File: config.mk
export PLATFORM = sky130hd
export DESIGN_NAME = lcd_bus_decoder_flat
export DESIGN_NICKNAME = d
export VERILOG_FILES = /design/src/rtl/lcd_bus_pkg.sv /design/src/rtl/lcd_bus_decoder_if.sv /design/src/rtl/lcd_shadow_ram.sv /design/src/rtl/lcd_bus_decoder.sv /design/src/flat_wrapper.sv
export SDC_FILE = /design/constraint.sdc
export NUM_CORES = 1
export LEC_CHECK = 0
export ABC_CLOCK_PERIOD_IN_PS = 2400
export BUFFER_PORTS_ARGS = -buffer_cell sky130_fd_sc_hd__buf_2
export CAP_MARGIN = 20
export CORE_AREA = 2 2 131 184
export DETAILED_ROUTE_END_ITERATION = 7
export DIE_AREA = 0 0 133 186
export PLACE_DENSITY = 0.83
export SETUP_SLACK_MARGIN = 0.15
export SLEW_MARGIN = 20
export SYNTH_ARGS = -nofsm -noshare
export SYNTH_HDL_FRONTEND = slang
export SYNTH_SLANG_ARGS = --single-unit
export TNS_END_PERCENT = 100
File: constraint.sdc
create_clock -name CLK -period 2.4 [get_ports CLK]
set_clock_uncertainty 0.15 [all_clocks]
set_input_delay 0.36 -clock CLK [delete_from_list [all_inputs] [get_ports CLK]]
set_output_delay 0.36 -clock CLK [all_outputs]
set_load 0.02 [all_outputs]
File: src/rtl/lcd_bus_pkg.sv
// Shared types and constants for the character-LCD bus decoder.
package lcd_bus_pkg;

    localparam int unsigned SHADOW_DEPTH  = 32;
    localparam logic [7:0]  FILL_CHAR_DEF = 8'h20;
    localparam logic [6:0]  ROW0_BASE     = 7'h00;
    localparam logic [6:0]  ROW1_BASE     = 7'h40;

    typedef enum logic {
        ST_IDLE,
        ST_CLEAR
    } state_t;

    typedef enum logic [2:0] {
        INS_NONE,
        INS_CLEAR,
        INS_HOME,
        INS_ENTRY,
        INS_DISPLAY,
        INS_SHIFT_FUNC,
        INS_CGRAM,
        INS_DDRAM
    } instr_cls_t;

    // Instruction class is selected by the highest set bit of the opcode.
    function automatic instr_cls_t classify(input logic [7:0] d);
        if (d[7])              return INS_DDRAM;
        else if (d[6])         return INS_CGRAM;
        else if (d[5] || d[4]) return INS_SHIFT_FUNC;
        else if (d[3])         return INS_DISPLAY;
        else if (d[2])         return INS_ENTRY;
        else if (d[1])         return INS_HOME;
        else if (d[0])         return INS_CLEAR;
        else                   return INS_NONE;
    endfunction

endpackage

File: src/rtl/lcd_bus_decoder_if.sv
// LCD write bus plus shadow read port and decoder status signals.
interface lcd_bus_decoder_if;
    logic       LCD_RS;
    logic       LCD_RW;
    logic       LCD_EN;
    logic [7:0] LCD_DATA;
    logic [4:0] RD_ADDR;
    logic [7:0] RD_CHAR;
    logic [4:0] CURSOR;
    logic       DISP_ON;
    logic       INC_MODE;
    logic       BUSY;
    logic       EVT_VALID;
    logic       EVT_RS;
    logic [7:0] EVT_DATA;
    logic       ERR;

    modport master (
        output LCD_RS, LCD_RW, LCD_EN, LCD_DATA, RD_ADDR,
        input  RD_CHAR, CURSOR, DISP_ON, INC_MODE, BUSY,
               EVT_VALID, EVT_RS, EVT_DATA, ERR
    );

    modport slave (
        input  LCD_RS, LCD_RW, LCD_EN, LCD_DATA, RD_ADDR,
        output RD_CHAR, CURSOR, DISP_ON, INC_MODE, BUSY,
               EVT_VALID, EVT_RS, EVT_DATA, ERR
    );
endinterface

File: src/rtl/lcd_shadow_ram.sv
// 32x8 display shadow: one write port, one registered read port (read-before-write).
module lcd_shadow_ram
    import lcd_bus_pkg::*;
(
    input  logic       i_clk,
    input  logic       i_rst,
    input  logic       i_we,
    input  logic [4:0] i_waddr,
    input  logic [7:0] i_wdata,
    input  logic [4:0] i_raddr,
    output logic [7:0] o_rdata
);
    logic [7:0] r_mem [SHADOW_DEPTH];
    logic [7:0] r_rdata;

    always_ff @(posedge i_clk) begin
        if (i_we) r_mem[i_waddr] <= i_wdata;
    end

    always_ff @(posedge i_clk or posedge i_rst) begin
        if (i_rst) r_rdata <= '0;
        else       r_rdata <= r_mem[i_raddr];
    end

    assign o_rdata = r_rdata;
endmodule

File: src/rtl/lcd_bus_decoder.sv
// Receive-side decoder for the 8-bit character-LCD write bus with a 2x16 shadow.
module lcd_bus_decoder
    import lcd_bus_pkg::*;
#(
    parameter int unsigned SYNC_STAGES = 2,
    parameter logic [7:0]  FILL_CHAR   = FILL_CHAR_DEF
) (
    input  logic        CLK,
    input  logic        RESET,
    lcd_bus_decoder_if.slave bus
);
    logic [SYNC_STAGES-1:0][10:0] r_sync;
    logic [10:0] w_sync_out;
    logic        r_en_prev, r_fall, r_rs, r_rw;
    logic [7:0]  r_data;
    state_t      r_state;
    logic [4:0]  r_clr_idx, r_cursor;
    logic        r_disp_on, r_inc_mode, r_busy, r_evt_valid, r_evt_rs, r_err;
    logic [7:0]  r_evt_data;
    instr_cls_t  w_cls;
    logic        w_row1, w_ddram_ok, w_accept, w_reject, w_we;
    logic [4:0]  w_waddr;
    logic [7:0]  w_wdata;

    assign w_sync_out = r_sync[SYNC_STAGES-1];

    // Synchronizers reset low, so an EN already low at release never looks like a fall.
    always_ff @(posedge CLK or posedge RESET) begin
        if (RESET) begin
            r_sync    <= '0;
            r_en_prev <= 1'b0;
            r_fall    <= 1'b0;
            r_rs      <= 1'b0;
            r_rw      <= 1'b0;
            r_data    <= '0;
        end else begin
            r_sync    <= {r_sync[SYNC_STAGES-2:0],
                          {bus.LCD_RS, bus.LCD_RW, bus.LCD_EN, bus.LCD_DATA}};
            r_en_prev <= w_sync_out[8];
            r_fall    <= r_en_prev & ~w_sync_out[8];
            if (r_en_prev && !w_sync_out[8]) begin
                r_rs   <= w_sync_out[10];
                r_rw   <= w_sync_out[9];
                r_data <= w_sync_out[7:0];
            end
        end
    end

    always_comb begin
        w_cls      = classify(r_data);
        w_row1     = (r_data[6:4] == ROW1_BASE[6:4]);
        w_ddram_ok = (r_data[6:4] == ROW0_BASE[6:4]) || w_row1;
        w_accept   = 1'b0;
        if (r_fall && r_state == ST_IDLE && !r_rw) begin
            if (r_rs) begin
                w_accept = 1'b1;
            end else begin
                case (w_cls)
                    INS_NONE, INS_CGRAM: w_accept = 1'b0;
                    INS_DDRAM:           w_accept = w_ddram_ok;
                    default:             w_accept = 1'b1;
                endcase
            end
        end
        w_reject = r_fall && !w_accept;
        w_we     = (r_state == ST_CLEAR) || (w_accept && r_rs);
        w_waddr  = (r_state == ST_CLEAR) ? r_clr_idx : r_cursor;
        w_wdata  = (r_state == ST_CLEAR) ? FILL_CHAR : r_data;
    end

    // Reset lands in CLEAR so the shadow fill restarts from index 0 on every release.
    always_ff @(posedge CLK or posedge RESET) begin
        if (RESET) begin
            r_state     <= ST_CLEAR;
            r_clr_idx   <= '0;
            r_cursor    <= '0;
            r_disp_on   <= 1'b0;
            r_inc_mode  <= 1'b1;
            r_busy      <= 1'b0;
            r_evt_valid <= 1'b0;
            r_evt_rs    <= 1'b0;
            r_evt_data  <= '0;
            r_err       <= 1'b0;
        end else begin
            r_busy      <= (r_state == ST_CLEAR);
            r_evt_valid <= w_accept;
            r_err       <= w_reject;
            if (w_accept) begin
                r_evt_rs   <= r_rs;
                r_evt_data <= r_data;
            end
            case (r_state)
                ST_IDLE: begin
                    if (w_accept) begin
                        if (r_rs) begin
                            r_cursor <= r_inc_mode ? r_cursor + 5'd1 : r_cursor - 5'd1;
                        end else begin
                            case (w_cls)
                                INS_CLEAR: begin
                                    r_cursor   <= '0;
                                    r_inc_mode <= 1'b1;
                                    r_clr_idx  <= '0;
                                    r_state    <= ST_CLEAR;
                                end
                                INS_HOME:    r_cursor   <= '0;
                                INS_ENTRY:   r_inc_mode <= r_data[1];
                                INS_DISPLAY: r_disp_on  <= r_data[2];
                                INS_DDRAM:   r_cursor   <= {w_row1, r_data[3:0]};
                                default: ;
                            endcase
                        end
                    end
                end
                ST_CLEAR: begin
                    r_clr_idx <= r_clr_idx + 5'd1;
                    if (r_clr_idx == 5'(SHADOW_DEPTH - 1)) r_state <= ST_IDLE;
                end
                default: r_state <= ST_IDLE;
            endcase
        end
    end

    lcd_shadow_ram u_ram (
        .i_clk   (CLK),
        .i_rst   (RESET),
        .i_we    (w_we),
        .i_waddr (w_waddr),
        .i_wdata (w_wdata),
        .i_raddr (bus.RD_ADDR),
        .o_rdata (bus.RD_CHAR)
    );

    assign bus.CURSOR    = r_cursor;
    assign bus.DISP_ON   = r_disp_on;
    assign bus.INC_MODE  = r_inc_mode;
    assign bus.BUSY      = r_busy;
    assign bus.EVT_VALID = r_evt_valid;
    assign bus.EVT_RS    = r_evt_rs;
    assign bus.EVT_DATA  = r_evt_data;
    assign bus.ERR       = r_err;
endmodule

File: src/flat_wrapper.sv
// flat-port wrapper written by rule: the top's interface ports become plain ports
module lcd_bus_decoder_flat import lcd_bus_pkg::*;
#(
    parameter int unsigned SYNC_STAGES = 2,
    parameter logic [7:0]  FILL_CHAR   = FILL_CHAR_DEF
)
  (CLK, RESET, bus_LCD_RS, bus_LCD_RW, bus_LCD_EN, bus_LCD_DATA, bus_RD_ADDR, bus_RD_CHAR, bus_CURSOR, bus_DISP_ON, bus_INC_MODE, bus_BUSY, bus_EVT_VALID, bus_EVT_RS, bus_EVT_DATA, bus_ERR);
  lcd_bus_decoder_if bus_i ();
  input  logic CLK;
  input  logic RESET;
  input wire logic [$bits(bus_i.LCD_RS)-1:0] bus_LCD_RS;
  input wire logic [$bits(bus_i.LCD_RW)-1:0] bus_LCD_RW;
  input wire logic [$bits(bus_i.LCD_EN)-1:0] bus_LCD_EN;
  input wire logic [$bits(bus_i.LCD_DATA)-1:0] bus_LCD_DATA;
  input wire logic [$bits(bus_i.RD_ADDR)-1:0] bus_RD_ADDR;
  output wire logic [$bits(bus_i.RD_CHAR)-1:0] bus_RD_CHAR;
  output wire logic [$bits(bus_i.CURSOR)-1:0] bus_CURSOR;
  output wire logic [$bits(bus_i.DISP_ON)-1:0] bus_DISP_ON;
  output wire logic [$bits(bus_i.INC_MODE)-1:0] bus_INC_MODE;
  output wire logic [$bits(bus_i.BUSY)-1:0] bus_BUSY;
  output wire logic [$bits(bus_i.EVT_VALID)-1:0] bus_EVT_VALID;
  output wire logic [$bits(bus_i.EVT_RS)-1:0] bus_EVT_RS;
  output wire logic [$bits(bus_i.EVT_DATA)-1:0] bus_EVT_DATA;
  output wire logic [$bits(bus_i.ERR)-1:0] bus_ERR;
  assign bus_i.LCD_RS = bus_LCD_RS;
  assign bus_i.LCD_RW = bus_LCD_RW;
  assign bus_i.LCD_EN = bus_LCD_EN;
  assign bus_i.LCD_DATA = bus_LCD_DATA;
  assign bus_i.RD_ADDR = bus_RD_ADDR;
  assign bus_RD_CHAR = bus_i.RD_CHAR;
  assign bus_CURSOR = bus_i.CURSOR;
  assign bus_DISP_ON = bus_i.DISP_ON;
  assign bus_INC_MODE = bus_i.INC_MODE;
  assign bus_BUSY = bus_i.BUSY;
  assign bus_EVT_VALID = bus_i.EVT_VALID;
  assign bus_EVT_RS = bus_i.EVT_RS;
  assign bus_EVT_DATA = bus_i.EVT_DATA;
  assign bus_ERR = bus_i.ERR;
  lcd_bus_decoder #(.SYNC_STAGES(SYNC_STAGES), .FILL_CHAR(FILL_CHAR)) u_core (.CLK(CLK), .RESET(RESET), .bus(bus_i));
endmodule
==> results.yml <==
clock_network:
  clock_tree_from_tritoncts: "yes"
  cts_inserted_buffers: 29
  clock_root_buffer: "sky130_fd_sc_hd__clkbuf_16"
  worst_skew_late_latency_ps: 550
  clkSinkCount: 323
  cts.path.max_buffers: 3
  htree_levels: 1
  clkTransAtPathRegs_ps: 60
timing:
  period_share_pct: 91.9
  fin_hold_ws_ps: 88.9
  number_of_setup_violations_in_the_final_report: 0
  achievable-frequency_mhz: 453
  grt_setup_unrepaired: "true"
  slew_viol_final: 0
  period_minus_slack_ps: 2210
  final_hold_viol_count: 0
  max-slew-margin-rel_pct: 54.6
  tightestPinTransition_ps: 680
global_route:
  grt_start_max_net_pins: 43
  global_route_wire_length_before_repair_um: 41100
  via_count_of_the_first_global_routing_pass: 6779
  antenna_found_initial: 1
  overflow: 0
  grt.total_usage_pct: 22.7
layout:
  syn2layout_area_growth_pct: 18.1
  multiInputGateArea_sq_um: 3130
  ff_latch_area_sq_um: 9370
  layout-drive-gt1-share_pct: 41.0
  final_antenna_diode_count: 0
  net_count_reported_at_finish: 747
  layout_common_cells: "sky130_fd_sc_hd__edfxtp_1 (256), sky130_fd_sc_hd__mux4_2 (80), sky130_fd_sc_hd__dfrtp_1 (64)"
  layout.filler_cells: 1461
  final_design_area_no_fill_sq_um: 14700
  layout_commonest_cell: "sky130_fd_sc_hd__edfxtp_1"
die:
  die_y_um: 186
  floorplan.die_area_sq_um: 24700
  placeableCoreArea_sq_um: 23000
  ios: 45
  initial_core_util_pct: 54.2
  std_cell_rows: 66
  die_width_um: 133
detailed_routing:
  detail_route.drc_violations: 0
  vias_per_cell: 6.09
  antenna_violating_nets_post_route: 0
  post_drt_wl_per_cell_um: 25.8
  vias: 6403
  routed_wl_um: 27100
  detailedRoute.firstPassIterationCount: 5
  initialDrtViolationCount: 584
logic_synthesis:
  synth.area.top_cells: "sky130_fd_sc_hd__edfxtp_1 (62%), sky130_fd_sc_hd__mux4_2 (14%), sky130_fd_sc_hd__dfrtp_1 (13%)"
  synth_enable_flop_cells: 256
  synth.net_count: 632
  synth_top_cell_area_share_pct: 61.6
  synthFlopType: "sky130_fd_sc_hd__edfxtp_1"
  synth_area_leader_cell: "sky130_fd_sc_hd__edfxtp_1"
  yosys.cell_types.count: 47
  postSynthRegisterBits: 323
  mapped_avg_cell_area_sq_um: 20.5
  async_flop_share_pct: 20.7
  share_of_the_yosys_chip_area_belonging_to_registers_pct: 75.0
  synth_area_sq_um: 12500
  synth_warnings: 0
  postSynthCellCount: 608
min_path:
  hold_path_depth: 2
  hold_path_class: "input pin to flip-flop"
placed_design:
  post-dp-hpwl_um: 16500
  routabilityCongestion: 0.831
  port_buffers: 44
  post_dp_cell_area_sq_um: 13500
setup_path:
  crit_path_end_kind: "flip-flop"
  critical_path_class: "flip-flop to flip-flop"
  reg2regPathDepth: 5
  critical_path_arrival_ps: 2300
  crit_required_ps: 2500
  crit_path_max_fanout: 8
  startpoint_type: "flip-flop"
power_and_ir_drop:
  leakage_nw: 5.08
  power_per_cell_area_nw_per_um2: 886
  ir_worst_vdd_v: 0.000856
  power.total_mw: 13.1
outcome:
  status: "finished clean"
run:
  timing.max_cap.violations: 0
registers in the layout, summed over array words and instances, names as in the netlist:
signal and flops:
u_core.u_ram.r_mem 256, u_core.r_sync 11, u_core.w_sync_out 11, u_core.bus.EVT_DATA 8, u_core.r_data 8, u_core.u_ram.o_rdata 8
u_core.bus.CURSOR 5, u_core.r_clr_idx 5, u_core.bus.BUSY 1, u_core.bus.DISP_ON 1, u_core.bus.ERR 1, u_core.bus.EVT_RS 1
u_core.bus.EVT_VALID 1, u_core.bus.INC_MODE 1, u_core.r_en_prev 1, u_core.r_fall 1, u_core.r_rs 1, u_core.r_rw 1
u_core.r_state 1
where the power goes:
group	internal (mW)	switching (mW)	leakage, nW
clock	2.60	1.97	0.471
combinational	0.700	1.10	1.50
sequential	6.46	0.235	3.11
total	9.76	3.31	5.08
cells in the mapped netlist (2+ instances only):
master / instances
sky130_fd_sc_hd__dfrtp_1: 65
sky130_fd_sc_hd__o211ai_1: 2
sky130_fd_sc_hd__edfxtp_1: 256
sky130_fd_sc_hd__and3_1: 2
sky130_fd_sc_hd__nor2b_1: 8
sky130_fd_sc_hd__a22o_1: 3
sky130_fd_sc_hd__nor3b_1: 2
sky130_fd_sc_hd__dfstp_2: 2
sky130_fd_sc_hd__nor3_1: 3
sky130_fd_sc_hd__mux2_2: 28
sky130_fd_sc_hd__a21oi_1: 10
sky130_fd_sc_hd__a32oi_1: 2
sky130_fd_sc_hd__o21ai_0: 6
sky130_fd_sc_hd__xnor2_1: 2
sky130_fd_sc_hd__inv_1: 10
sky130_fd_sc_hd__nor2_1: 45
sky130_fd_sc_hd__nor4_1: 2
sky130_fd_sc_hd__buf_1: 7
sky130_fd_sc_hd__clkbuf_1: 11
sky130_fd_sc_hd__o32ai_1: 2
sky130_fd_sc_hd__ha_1: 5
sky130_fd_sc_hd__or2_2: 3
sky130_fd_sc_hd__nand4_1: 4
sky130_fd_sc_hd__mux4_2: 80
sky130_fd_sc_hd__buf_6: 6
sky130_fd_sc_hd__mux2i_1: 2
sky130_fd_sc_hd__nand2b_1: 2
sky130_fd_sc_hd__a21o_1: 2
sky130_fd_sc_hd__nand2_1: 18
path summary, 6_finish.rpt:
path / start / end / slack [ps]
setup / recovery: u_core.r_state / u_core.u_ram.r_mem[14][6] / 190
hold / removal: bus_RD_ADDR[2] / u_core.u_ram.o_rdata[0] / 90
setup reg to reg: u_core.r_state / u_core.u_ram.r_mem[14][6] / 190
hold reg to reg: u_core.r_sync[9] / u_core.w_sync_out[9] / 200
max in group asynchronous: RESET / u_core.r_state / 1140
min in group asynchronous: RESET / u_core.r_en_prev / 330
metal layers:
| layer | global-route usage, % | routed length, um | part of all wire, % |
|---|---|---|---|
| met1 | 28.4 | 9730 | 36 |
| met2 | 40.2 | 14500 | 54 |
| met3 | 3.43 | 1850 | 6.8 |
| met4 | 8.95 | 984 | 3.6 |
| met5 | 0 | 12 | 0.044 |
critical path: stages, from the launching register on:
cell and delay [ps]:
sky130_fd_sc_hd__dfstp_2 610, sky130_fd_sc_hd__inv_1 120, sky130_fd_sc_hd__o32ai_1 400, sky130_fd_sc_hd__nand2_1 230, sky130_fd_sc_hd__nor2_2 170, sky130_fd_sc_hd__buf_4 220
stage by stage:
step	worst slack, ps	std cells	util [%]	setup TNS [ps]
2_1_floorplan	91.9	608	-	0
4_1_cts	57.9	1051	63.5	0
5_1_grt	139	1052	64.0	0
3_5_place_dp	-20.5	984	58.8	-20.5
6_report	193	1052	64.0	0
3_3_place_gp	31.3	984	58.8	0
cell type report:
| type | count | share of cell area [%] |
|---|---|---|
| clock buffer | 37 | 5.47 |
| sequential | 323 | 63.5 |
| multi-input combinational | 249 | 21.2 |
| clock inverter | 17 | 0.967 |
| tap | 306 | 2.60 |
| inverter | 10 | 0.255 |
| timing repair buffer | 110 | 5.95 |
cell families (layout without fill, tap and decap cells):
group / Yosys count / count (layout) / synth area share, %
fa+ha+maj: 6 / 6 / 0.662
buf+inv: 36 / 174 / 1.48
xor+xnor: 3 / 3 / 0.211
flops: 323 / 323 / 75.0
compound gates: 36 / 36 / 1.99
mux: 110 / 110 / 17.1
simple gates: 94 / 94 / 3.49
repair_timing:
| item | in CTS | in global routing |
|---|---|---|
| pin swaps | 1 | 2 |
| endpoints found under the setup margin | 79 | 222 |
| resized for setup | 1 | 19 |
| setup buffers | 1 | 1 |
| hold buffers | 12 | 0 |
| endpoints found under the hold margin | 41 | 0 |
| gates cloned | 0 | 0 |
Power figures use the tool's default switching activity.
